File: src/rtl/mult_div_unit.sv
// Iterative HI/LO multiply/divide unit: radix-2 shift-add multiply and restoring divide,
// one iteration per clock, with the architectural HI/LO registers updated only on completion.
module mult_div_unit #(
    parameter int DATA_WIDTH = 32
) (
    input  logic                  clk,
    input  logic                  rst_n,
    input  logic                  start,
    input  logic [1:0]            op,
    input  logic [DATA_WIDTH-1:0] src_a,
    input  logic [DATA_WIDTH-1:0] src_b,
    input  logic                  mthi,
    input  logic                  mtlo,
    output logic                  busy,
    output logic                  done,
    output logic [DATA_WIDTH-1:0] hi,
    output logic [DATA_WIDTH-1:0] lo
);

    localparam int W  = DATA_WIDTH;
    localparam int CW = $clog2(W);
    localparam logic [CW-1:0] LAST = CW'(W - 1);

    typedef enum logic {IDLE, RUN} state_t;

    state_t          state;
    logic [CW-1:0]   count;
    logic            is_div;
    logic            neg_lo;
    logic            neg_hi;
    logic            div_zero;
    logic [W-1:0]    addend;
    logic [W-1:0]    dividend;
    logic [W-1:0]    work_hi;
    logic [W-1:0]    work_lo;

    logic            a_neg;
    logic            b_neg;
    logic [W-1:0]    mag_a;
    logic [W-1:0]    mag_b;
    logic [W:0]      mul_sum;
    logic [W:0]      div_shift;
    logic            div_ge;
    logic [W-1:0]    div_rem;
    logic [W-1:0]    step_hi;
    logic [W-1:0]    step_lo;
    logic [2*W-1:0]  prod_mag;
    logic [2*W-1:0]  prod;
    logic [W-1:0]    res_hi;
    logic [W-1:0]    res_lo;

    // Signed ops run on magnitudes; result signs are reapplied at the end.
    always_comb begin
        a_neg = ~op[0] & src_a[W-1];
        b_neg = ~op[0] & src_b[W-1];
        mag_a = a_neg ? -src_a : src_a;
        mag_b = b_neg ? -src_b : src_b;
    end

    // work_lo holds the multiplier (shifted out LSB first) or the dividend (shifted out MSB first).
    always_comb begin
        mul_sum   = {1'b0, work_hi} + (work_lo[0] ? {1'b0, addend} : '0);
        div_shift = {work_hi, work_lo[W-1]};
        div_ge    = div_shift >= {1'b0, addend};
        div_rem   = div_shift[W-1:0] - addend;
        if (is_div) begin
            step_hi = div_ge ? div_rem : div_shift[W-1:0];
            step_lo = {work_lo[W-2:0], div_ge};
        end else begin
            step_hi = mul_sum[W:1];
            step_lo = {mul_sum[0], work_lo[W-1:1]};
        end
    end

    always_comb begin
        prod_mag = {step_hi, step_lo};
        prod     = neg_lo ? -prod_mag : prod_mag;
        res_hi   = prod[2*W-1:W];
        res_lo   = prod[W-1:0];
        if (is_div) begin
            if (div_zero) begin
                res_hi = dividend;
                res_lo = '1;
            end else begin
                res_hi = neg_hi ? -step_hi : step_hi;
                res_lo = neg_lo ? -step_lo : step_lo;
            end
        end
    end

    always_ff @(posedge clk or negedge rst_n) begin
        if (!rst_n) begin
            state    <= IDLE;
            count    <= '0;
            busy     <= 1'b0;
            done     <= 1'b0;
            hi       <= '0;
            lo       <= '0;
            is_div   <= 1'b0;
            neg_lo   <= 1'b0;
            neg_hi   <= 1'b0;
            div_zero <= 1'b0;
            addend   <= '0;
            dividend <= '0;
            work_hi  <= '0;
            work_lo  <= '0;
        end else begin
            done <= 1'b0;
            case (state)
                IDLE: begin
                    if (start) begin
                        state    <= RUN;
                        busy     <= 1'b1;
                        count    <= '0;
                        is_div   <= op[1];
                        neg_lo   <= a_neg ^ b_neg;
                        neg_hi   <= op[1] & a_neg;
                        div_zero <= (src_b == '0);
                        dividend <= src_a;
                        work_hi  <= '0;
                        addend   <= op[1] ? mag_b : mag_a;
                        work_lo  <= op[1] ? mag_a : mag_b;
                    end else begin
                        if (mthi) hi <= src_a;
                        if (mtlo) lo <= src_a;
                    end
                end
                RUN: begin
                    work_hi <= step_hi;
                    work_lo <= step_lo;
                    count   <= count + 1'b1;
                    if (count == LAST) begin
                        hi    <= res_hi;
                        lo    <= res_lo;
                        busy  <= 1'b0;
                        done  <= 1'b1;
                        state <= IDLE;
                    end
                end
                default: state <= IDLE;
            endcase
        end
    end

endmodule

File: config.mk
export PLATFORM = sky130hd
export DESIGN_NAME = mult_div_unit
export DESIGN_NICKNAME = d
export VERILOG_FILES = /design/src/rtl/mult_div_unit.sv
export SDC_FILE = /design/constraint.sdc
export NUM_CORES = 1
export LEC_CHECK = 0
export CAP_MARGIN = 20
export CORE_MARGIN = 1
export CORE_UTILIZATION = 40
export CTS_CLUSTER_DIAMETER = 60
export DETAILED_ROUTE_END_ITERATION = 12
export DONT_BUFFER_PORTS = 1
export HOLD_SLACK_MARGIN = 0.02
export MAX_ROUTING_LAYER = met4
export PLACE_DENSITY_LB_ADDON = 0.12
export SLEW_MARGIN = 5
export SYNTH_ARGS = -nofsm -noshare
export SYNTH_HDL_FRONTEND = slang
export SYNTH_SLANG_ARGS = --single-unit
File: constraint.sdc
create_clock -name clk -period 6.6 [get_ports clk]
set_clock_uncertainty 0.15 [all_clocks]
set_input_delay 1.32 -clock clk [delete_from_list [all_inputs] [get_ports clk]]
set_output_delay 1.32 -clock clk [all_outputs]
set_load 0.02 [all_outputs]
==> run_results.csv <==
group,metric,value,unit
run_status,status,"completed",
die,initial_core_util,40.4,%
global_routing,grt_pass1_vias,18145,
synth,syn_avg_cell_area,7.71,µm²
clocking,cts_hold_buf,0,
synth,ys.flop_type,"dfrtp_1",
setup_path,crit_type,"reg2reg",
clocking,clockBufferDepth,3,
synth,ys_types,113,
placed_design,numPortBuffers,0,
setup_path,reg2reg_from,"work_hi[29]$_DFFE_PN0P_",
routing,antenna_left,0,
die,pin_count,137,
global_routing,grtUsageTotal,34.7,%
synth,postSynthRegisterBits,204,
clocking,worstSkewPairLatency,0.60,ns
clocking,h-tree-depth,1,
clocking,ctsResizeCount,0,
setup_path,startpoint,"work_hi[29]$_DFFE_PN0P_",
synth,yosys_warnings,0,
routing,viasPerCell,6.32,
sta,setup_viol,0,
sta,slew_headroom,26.1,%
finish,area_growth,7.93,%
synth,synth_top_family_by_area,"compound AO/OA/AOI/OAI gates",
sta,timing.fmax,0.161,GHz
setup_path,end_kind,"flop",
routing,drc_errors,0,
synth,synth_mux_area_share,4.76,%
clocking,numCtsBuffers,30,
finish,seq_area,5110,µm²
hold_path,hp-class,"in2async",
global_routing,grt_max_degree,205,
synth,ys_async_sr_fraction,100,%
finish,nNetsFinal,2494,
synth,yosys.area_share.simple,21.5,%
sta,timing.final.hold_violations,0,
clocking,clk_transition_reported_paths,0.06,ns
die,core,46500,µm²
finish,multi_input_area,12700,µm²
synth,synth_compound_area_share,28.0,%
sta,finalCritPeriodShare,94.2,%
routing,vias,18850,
sta,tightest_slew,1.10,ns
setup_path,required,6.95,ns
setup_path,critPathLaunchType,"flop",
sta,holdWs,0.287,ns
sta,maxSlewViolCount,0,
flow_run,maxCapViolCount,0,
global_routing,grt-ovfl-total,0,
clocking,root_buffer,"clkbuf_16",
setup_path,cp_max_fo,14,
sta,rsz0062_at_grt,"false",
placed_design,dp_hpwl,62600,µm
synth,netlist_instances,2437,
synth,synth_edf_count,0,
clocking,cts_tree,"done",
synth,synth_fp_nets,2580,
sta,period_needed,6.22,ns
finish,fillCellCount,4764,
placed_design,place.gp.congestion,1.03,
routing,wirelength,81600,µm
die,chipHeight,219,µm
die,die-area,47800,µm²
synth,synth-xor-area-share,8.48,%
clocking,post-cts-setup-buffers,0,
synth,yosysSeqAreaShare,27.2,%
routing,drt_iter0_drc,1761,
finish,drive_gt1_share,8.09,%
clocking,clkSinkCount,204,
setup_path,timing.critical_path.arrival,6.57,ns
routing,wl_per_cell,27.4,µm
routing,first_pass_iters,7,
die,rows,79,
die,die_w,219,µm
sta,finalSetupTns,0,ns
global_routing,antenna_found_initial,6,
global_routing,grt_pass1_wl,119000,µm
synth,syn_area,18800,µm²
synth,synth-adder-area-share,4.88,%
kinds of logic after synthesis:
kind of cell	Yosys count
xor+xnor	182
flops	204
simple gates	826
fa+ha+maj	72
buf+inv	247
mux	85
compound gates	821
Yosys cell counts, types with 8 or more instances:
cell      number  area, µm²
nor3b_1        8       60.1
o211ai_1      35        263
o21bai_1      15        113
and3_1        20        125
o41ai_1       12        105
nor2_1       153        574
a31oi_1       18        113
a21o_1        23        173
a211oi_1      51        383
clkbuf_1     113        424
ha_1          70        876
xor2_1        77        674
inv_1         87        327
a221oi_1      10       87.6
a31o_2        10       87.6
xnor2_1      105        920
nor3_1        68        340
dfrtp_1      204       5100
a21oi_1      178        891
o21a_1        14        105
and2_1        38        238
o221ai_1      17        149
buf_1         20       75.1
mux2_2        35        394
or2_2          9       56.3
o21ai_0      266       1330
mux2i_1       50        500
nor4_1        19        119
nand3_1       34        170
buf_2         17       85.1
nor2b_1       35        219
o31ai_1       31        233
or4_1         11       82.6
nand2b_1      15       93.8
nand2_1      332       1250
o22ai_1       54        338
nand4_1       21        131
or3_1         16        100
path summary, 6_finish.rpt:
| kind | endpoint | slack, ns | depth (start not counted) |
|---|---|---|---|
| max | hi[10]$_DFFE_PN0P_ | 0.38 | 22 |
| min | lo[14]$_DFFE_PN0P_ | 0.29 | 0 |
| max reg2reg | hi[10]$_DFFE_PN0P_ | 0.38 | 22 |
| min reg2reg | dividend[1]$_DFFE_PN0P_ | 0.33 | 2 |
| max in group asynchronous | addend[17]$_DFFE_PN0P_ | 5.76 | 0 |
| min in group clk | dividend[1]$_DFFE_PN0P_ | 0.33 | 2 |
state kept, by name, indices dropped and copies added (netlist names), 5 cells and up:
| signal | flops |
|---|---|
| count | 5 |
| hi | 32 |
| dividend | 32 |
| work_hi | 32 |
| addend | 32 |
| lo | 32 |
| work_lo | 32 |
layout make-up:
class / instances / share of cell area, %
Clock inverter: 14 / 0.987
Inverter: 91 / 1.68
Antenna cell: 4 / 0.0494
Multi-Input combinational cell: 1986 / 62.8
Clock buffer: 39 / 4.07
Tap cell: 607 / 3.75
Sequential cell: 204 / 25.2
Timing Repair Buffer: 38 / 1.47
worst max-delay path, cell delays in order, from the launching register on:
cell      delay [ns]
dfrtp_1         0.43
ha_1            0.41
a21o_1          0.23
a211oi_4        0.44
a21boi_2        0.48
o211ai_1        0.41
nor2_1          0.38
nand2_1         0.14
o21a_1          0.22
inv_1           0.10
ha_1            0.16
nand2_1         0.08
nor2_1          0.13
nand2_1         0.11
or2_2           0.35
nand3b_1        0.23
nand2b_1        0.19
buf_4           0.20
or3_1           0.39
o21ai_0         0.22
xor2_1          0.11
a221o_1         0.39
a21oi_1         0.17
cells in the final DEF, fill, tap and decap left out, types with 10 or more instances in the layout:
master,instances
a211oi_1,51
a21o_1,23
a21oi_1,176
a221oi_1,10
a31o_2,10
a31oi_1,18
and2_1,38
and3_1,20
buf_4,37
clkbuf_16,31
dfrtp_1,201
ha_1,70
inv_1,86
mux2_2,35
mux2i_1,50
nand2_1,331
nand2b_1,15
nand3_1,34
nand4_1,21
nor2_1,153
nor2b_1,35
nor3_1,68
nor4_1,19
o211ai_1,35
o21a_1,14
o21ai_0,266
o21bai_1,15
o221ai_1,17
o22ai_1,54
o31ai_1,31
o41ai_1,12
or3_1,16
or4_1,11
xnor2_1,105
xor2_1,77
routing by layer:
metal / vias to the layer above / GRT usage [%] / share of wire [%]
li1: 8707 / - / -
met1: 9162 / 43.3 / 41
met2: 793 / 54.5 / 46
met3: 188 / 4.27 / 6.4
met4: 0 / 18.6 / 6.3
met5: - / - / 0
through the flow:
| step | setup WS, ns | cell area [µm²] | cells | util [%] |
|---|---|---|---|---|
| global route | 0.0407 | 20300 | 2981 | 43.6 |
| global placement | 0.553 | 19200 | 2925 | 41.4 |
| CTS | 0.544 | 20200 | 2978 | 43.6 |
| detailed placement | 0.569 | 19200 | 2925 | 41.4 |
| finish | 0.380 | 20300 | 2983 | 43.6 |
| floorplan | 1.46 | 18800 | 2437 | - |
Power is left out: the tool's default activity adds up to more than one toggle a clock period on the data nets, which glitch-free logic cannot reach.
